File: src/rtl/reset_sequencer.sv
// -----------------------------------------------------------------------------
// reset_sequencer
//
// Multi-channel reset sequencer. Holds every active-low reset output low for
// at least HOLD_CYCLES cycles. Once the synchronized clock-source lock is
// seen, it releases the outputs one at a time, channel 0 first, STAGE_DELAY
// cycles apart. Any request (external, software) or a lock loss after release
// has begun drops every output together and restarts the whole sequence.
// The cause of the most recent entry into the ASSERT state is recorded.
//
// Ports
//   clk          in   system clock
//   reset        in   block reset, synchronous, active-high
//   ext_rst_req  in   external reset request, asynchronous, active-high
//   sw_rst_req   in   software reset request, synchronous, active-high
//   locked       in   clock-source lock, asynchronous
//   rst_out_n    out  [NUM_OUT-1:0] per-domain resets, active-low
//   ready        out  high once every channel is released
//   state        out  00 ASSERT, 01 WAIT_LOCK, 10 RELEASE, 11 RUN
//   cause        out  [0] reset, [1] ext, [2] sw, [3] lock loss
// -----------------------------------------------------------------------------
module reset_sequencer #(
  parameter int NUM_OUT     = 3,
  parameter int HOLD_CYCLES = 8,
  parameter int STAGE_DELAY = 4,
  parameter int SYNC_STAGES = 2
) (
  input  logic               clk,
  input  logic               reset,
  input  logic               ext_rst_req,
  input  logic               sw_rst_req,
  input  logic               locked,
  output logic [NUM_OUT-1:0] rst_out_n,
  output logic               ready,
  output logic [1:0]         state,
  output logic [3:0]         cause
);

  localparam int MAX_DLY = (HOLD_CYCLES > STAGE_DELAY) ? HOLD_CYCLES : STAGE_DELAY;
  localparam int CNT_W   = $clog2(MAX_DLY + 1);
  localparam int IDX_W   = $clog2(NUM_OUT + 1);

  localparam logic [CNT_W-1:0] HOLD_LAST  = CNT_W'(HOLD_CYCLES - 1);
  localparam logic [CNT_W-1:0] STAGE_LAST = CNT_W'(STAGE_DELAY - 1);
  localparam logic [IDX_W-1:0] IDX_LAST   = IDX_W'(NUM_OUT - 1);

  typedef enum logic [1:0] {
    ST_ASSERT    = 2'b00,
    ST_WAIT_LOCK = 2'b01,
    ST_RELEASE   = 2'b10,
    ST_RUN       = 2'b11
  } state_t;

  state_t                   r_state;
  logic [CNT_W-1:0]         r_cnt;
  logic [IDX_W-1:0]         r_idx;
  logic [NUM_OUT-1:0]       r_rst_out_n;
  logic                     r_ready;
  logic [3:0]               r_cause;
  logic [SYNC_STAGES-1:0]   r_ext_sync;
  logic [SYNC_STAGES-1:0]   r_lock_sync;

  logic w_ext_sync;
  logic w_lock_s;
  logic w_req;
  logic w_active;
  logic w_lock_lost;
  logic w_abort;

  assign w_ext_sync  = r_ext_sync[SYNC_STAGES-1];
  assign w_lock_s    = r_lock_sync[SYNC_STAGES-1];
  assign w_req       = w_ext_sync | sw_rst_req;
  // Lock loss only counts once release has begun; in WAIT_LOCK it just waits.
  assign w_active    = (r_state == ST_RELEASE) || (r_state == ST_RUN);
  assign w_lock_lost = w_active & ~w_lock_s;
  assign w_abort     = w_req | w_lock_lost;

  // ext_rst_req and locked come from other clock domains; plain flop chains
  // bring them into clk before the FSM ever looks at them.
  always_ff @(posedge clk) begin
    // NOTE: non-blocking assignments keep every flop sampling pre-edge values,
    // which is what makes the chains below real shift registers.
    if (reset) begin
      r_ext_sync  <= '0;
      r_lock_sync <= '0;
    end else begin
      r_ext_sync  <= {r_ext_sync[SYNC_STAGES-2:0], ext_rst_req};
      r_lock_sync <= {r_lock_sync[SYNC_STAGES-2:0], locked};
    end
  end

  always_ff @(posedge clk) begin
    if (reset) begin
      r_state     <= ST_ASSERT;
      r_cnt       <= '0;
      r_idx       <= '0;
      r_rst_out_n <= '0;
      r_ready     <= 1'b0;
      r_cause     <= 4'b0001;
    end else if ((r_state != ST_ASSERT) && w_abort) begin
      // Every channel drops on the same edge; cause is captured only here.
      r_state     <= ST_ASSERT;
      r_cnt       <= '0;
      r_idx       <= '0;
      r_rst_out_n <= '0;
      r_ready     <= 1'b0;
      r_cause     <= {w_lock_lost, sw_rst_req, w_ext_sync, 1'b0};
    end else begin
      case (r_state)
        ST_ASSERT: begin
          if (w_req) begin
            r_cnt <= '0;
          end else if (r_cnt == HOLD_LAST) begin
            r_state <= ST_WAIT_LOCK;
          end else begin
            r_cnt <= r_cnt + CNT_W'(1);
          end
        end
        ST_WAIT_LOCK: begin
          if (w_lock_s) begin
            r_state <= ST_RELEASE;
            r_cnt   <= '0;
            r_idx   <= '0;
          end
        end
        ST_RELEASE: begin
          if (r_cnt == STAGE_LAST) begin
            // Shifting a 1 in from the bottom releases channel r_idx and keeps
            // the released channels a contiguous prefix from channel 0.
            r_rst_out_n <= (r_rst_out_n << 1) | NUM_OUT'(1);
            r_cnt       <= '0;
            r_idx       <= r_idx + IDX_W'(1);
            if (r_idx == IDX_LAST) begin
              r_state <= ST_RUN;
              r_ready <= 1'b1;
            end
          end else begin
            r_cnt <= r_cnt + CNT_W'(1);
          end
        end
        default: begin
          // RUN: everything held until an abort.
        end
      endcase
    end
  end

  assign rst_out_n = r_rst_out_n;
  assign ready     = r_ready;
  assign state     = r_state;
  assign cause     = r_cause;

endmodule

File: config.mk
export PLATFORM = sky130hd
export DESIGN_NAME = reset_sequencer
export DESIGN_NICKNAME = d
export VERILOG_FILES = /design/src/rtl/reset_sequencer.sv
export SDC_FILE = /design/constraint.sdc
export NUM_CORES = 1
export LEC_CHECK = 0
export CORE_ASPECT_RATIO = 0.8
export CORE_MARGIN = 2
export CORE_UTILIZATION = 35
export DETAILED_ROUTE_END_ITERATION = 7
export GPL_TIMING_DRIVEN = 1
export PLACE_DENSITY = 0.63
export SLEW_MARGIN = 30
export SYNTH_ARGS = -nofsm -noshare
export SYNTH_HDL_FRONTEND = slang
export SYNTH_SLANG_ARGS = --single-unit
File: constraint.sdc
create_clock -name clk -period 2 [get_ports clk]
set_input_delay 0.2 -clock clk [delete_from_list [all_inputs] [get_ports clk]]
set_output_delay 0.2 -clock clk [all_outputs]
set_load 0.02 [all_outputs]
==> Flow_metrics.wiki <==
{| class="wikitable"
! Metric !! Value
|-
| Sw Share || 0.219
|-
| Number of setup buffers added after CTS || 0
|-
| Worst slew margin || 0.727
|-
| Port Buffers || 14
|-
| Transition time at the pin with the least slew margin || approximately 0.41 ns
|-
| Fraction of final layout cells sized beyond drive strength 1 || 0.0756
|-
| Most area-hungry cell type in the Yosys netlist || sky130_fd_sc_hd__dfxtp_1
|-
| Number of failing setup endpoints in the final timing report || 0
|-
| Stage delay of the slowest cell on the critical path || about 0.42 ns
|-
| Post-Synthesis Cell Area || about 900 um2
|-
| Sequential share of the synthesized area || 0.432
|-
| Crit-path cells || ha_1 > nor3b_1 > o2111ai_1 > or4_1 > nand2_1
|-
| Number of top-level pins || 15
|-
| Worst hold margin || 0.438 ns
|-
| Syn Inst Count || 100
|-
| Std-Cell Rows || 16
|-
| Max-cap viol count || 0
|-
| Instance count along the most critical hold path || 2
|-
| Critical Path Fanout Max || 4
|-
| Worst endpoint data arrival time || 2.02 ns
|-
| Total nets after synthesis || 112
|-
| FF-to-FF End || state[1]$_SDFFE_PP0P_
|-
| Final antenna diode count || 0
|-
| Placed wire-length estimate after detailed placement || about 1400 um
|-
| Leakage component of the power || approximately 0.45 nW
|-
| Shortest clock period the worst path allows after layout || 1.77 ns
|-
| Top post-synthesis cells by area || sky130_fd_sc_hd__dfxtp_1 (43%), sky130_fd_sc_hd__ha_1 (9.5%), sky130_fd_sc_hd__nor2_1 (6.1%)
|-
| Maximum number of pins on one net before global-route repair || 11
|-
| Die width || 61.5 um
|-
| Critical Path Start Type || register
|-
| Sequential Power Share || 0.647
|-
| Global-route wire length before repair || between 3000 and 4000 um
|-
| Maximum buffer depth of the clock tree || 2
|-
| Clock tree skew after final layout || around 0.00083 ns
|-
| Final period utilization || 0.885
|-
| Psw || between 0.1 and 0.15 mW
|-
| Top-area cell type share of the netlist area || 0.432
|-
| P&R area growth vs syn || 24.5%
|-
| Cell variety after synth || 29
|-
| Path class of the lowest-slack min-delay path || in2reg
|-
| Yosys synthesis warning count || 0
|-
| End point of the worst hold path || r_ext_sync[0]$_SDFF_PP0_
|-
| Count of final max-slew check failures || 0
|-
| Post-DR wirelength/cell || roughly 11 um
|-
| Clock latency at the later pin of the worst-skew pair || ~0.3 ns
|-
| Total negative setup slack || 0 ns
|-
| Type of the worst setup path || reg2reg
|-
| Area inside the core boundary || between 2000 and 2500 um2
|-
| Initial antenna violation count || 0
|-
| Chip Height || about 50 um
|-
| Remaining global-route overflow || 0
|-
| Clock transition at the register clock pins on the worst setup and hold paths after CTS || roughly 0.10 ns
|-
| Worst supply voltage drop on vdd || slightly above 0.4 mV
|-
| Total global routing track utilization || 0.135
|-
| Number of hold-repair buffers added at the cts stage || 0
|-
| CTS Root Buffer Type || sky130_fd_sc_hd__clkbuf_4
|-
| Unrepaired setup endpoints after global routing || no
|-
| Register-to-register setup slack || ~0.23 ns
|-
| Most frequently used cell type in the post-synthesis netlist || sky130_fd_sc_hd__dfxtp_1
|-
| Filler cell count || 250
|-
| #FFs+latches synth || 20
|-
| DR pass1 iterations || 4
|-
| Vias per inst || about 4.7
|-
| Starting DRT DRC Count || 7
|-
| Number of enable flip-flop cells after synthesis || 0
|-
| Remaining antenna violation count after routing || 0
|-
| Detailed-route via count || ~730
|-
| Final WL || approximately 1800 um
|-
| Min-Delay Startpoint || ext_rst_req
|-
| Final GP Congestion || between 0.7 and 0.8
|-
| Timing-limited maximum frequency || ~570 MHz
|-
| Share of flip-flops with an asynchronous set or reset after synthesis || 0
|-
| Number of clock buffers inserted by TritonCTS || 3
|-
| Cell types with the highest counts after synthesis || sky130_fd_sc_hd__dfxtp_1 (20), sky130_fd_sc_hd__nor2_1 (15), sky130_fd_sc_hd__inv_1 (10)
|-
| Post-Syn Area per Cell || slightly above 9 um2
|-
| CTS-repair resized insts || 0
|-
| CTS Sinks || 20
|-
| R2r startpoint || r_cnt[0]$_SDFFE_PP0P_
|-
| Crit path max-delay cell type || sky130_fd_sc_hd__or4_1
|-
| DIE AREA || between 3000 and 4000 um2
|-
| Proportion of power drawn by the clock network || 0.302
|-
| Initial standard-cell utilization of the core || 0.373
|-
| Result of the run || finished clean
|-
| Final hold violations || 0
|-
| Number of global-route vias before repair || 728
|-
| CTS tree || done
|-
| Total number of nets in the final design || around 130
|-
| Residual DRC || 0
|-
| Internal Power || 0.492 mW
|-
| Ratio of total power to cell area || between 500 and 600 nW/um2
|-
| CP required || around 2.3 ns
|-
| CTS H-Tree Depth || 1
|-
| Number of cells on the worst reg-to-reg path || 5
|-
| Combinational fraction of design power || 0.051
|-
| Ys flop type || sky130_fd_sc_hd__dfxtp_1
|-
| Sort of element at the end of the critical path || register
|}
## stage by stage
step	setup WS [ns]	total power, mW	utilization	area, um2	instances
5_1_grt	0.0274	0.657	0.464	1150	155
3_3_place_gp	0.264	0.447	0.455	1130	152
6_report	0.231	0.629	0.464	1150	155
2_1_floorplan	0.103	0.430	-	926	100
4_1_cts	0.176	0.637	0.464	1150	155
3_5_place_dp	0.187	0.449	0.455	1130	152
## state kept, by name, summed over array words and instances (netlist names)
signal / flops
cause: 4
ready: 1
r_lock_sync: 2
state: 2
rst_out_n: 3
r_ext_sync: 2
r_idx: 2
r_cnt: 4
## worst max-delay path, delay by kind of cell (launching register included)
family,cells,cell delay [ns]
AOI/OAI and AO/OA,1,0.21
adders and majority gates,1,0.23
DFF,1,0.39
and+or+nand+nor,3,0.89
## cell usage in the layout, fill, tap and decap left out, types with 4 or more instances in the layout
cell type	netlist	final
sky130_fd_sc_hd__dfxtp_1	20	20
sky130_fd_sc_hd__nor2_1	15	15
sky130_fd_sc_hd__clkdlybuf4s50_1	0	14
sky130_fd_sc_hd__inv_1	10	10
sky130_fd_sc_hd__ha_1	7	7
sky130_fd_sc_hd__mux2i_1	5	5
sky130_fd_sc_hd__nand2_1	4	4
sky130_fd_sc_hd__nor2b_1	4	4
sky130_fd_sc_hd__a21oi_1	4	4
## layer usage
metal | up-vias | global-route usage | share of wire
met2 | 7 | 0.189 | 0.43
met1 | 341 | 0.195 | 0.53
met3 | 2 | 0.0499 | 0.032
met5 | - | 0 | 0
li1 | 381 | - | -
met4 | 0 | 0.0319 | 0.0085
## logic make-up after synthesis
kind of cell,Yosys count,share of synthesized area
flops,20,0.432
buf+inv,11,0.0446
mux,5,0.0541
xor+xnor,1,0.00946
fa+ha+maj,7,0.0946
simple gates,34,0.185
compound gates,22,0.180
## power groups by stage
stage / Sequential (mW) / Combinational [mW] / Clock, mW
global placement: 0.416 / 0.0313 / 0
finish: 0.407 / 0.0322 / 0.190
floorplan: 0.415 / 0.0148 / 0
global route: 0.408 / 0.0365 / 0.213
CTS: 0.407 / 0.0325 / 0.197
detailed placement: 0.416 / 0.0322 / 0
## cell type report
| class | instances | area [um2] | share of cell area |
|---|---|---|---|
| clock buffer | 3 | 22.5 | 0.0195 |
| sequential | 20 | 400 | 0.347 |
| multi-input combinational | 69 | 484 | 0.420 |
| tap | 36 | 45.0 | 0.0391 |
| inverter | 10 | 37.5 | 0.0326 |
| timing repair buffer | 17 | 163 | 0.141 |
## worst max path at each step
stage / to / startpoint / depth (start not counted)
floorplan: state[1]$_SDFFE_PP0P_ / state[0]$_SDFFE_PP0P_ / 6
global placement: r_cnt[0]$_SDFFE_PP0P_ / state[1]$_SDFFE_PP0P_ / 6
detailed placement: r_cnt[0]$_SDFFE_PP0P_ / state[1]$_SDFFE_PP0P_ / 6
CTS: r_cnt[0]$_SDFFE_PP0P_ / state[0]$_SDFFE_PP0P_ / 6
global route: state[1]$_SDFFE_PP0P_ / r_cnt[0]$_SDFFE_PP0P_ / 5
finish: state[1]$_SDFFE_PP0P_ / r_cnt[0]$_SDFFE_PP0P_ / 5
Note: power is estimated with default switching activity, not from simulation.
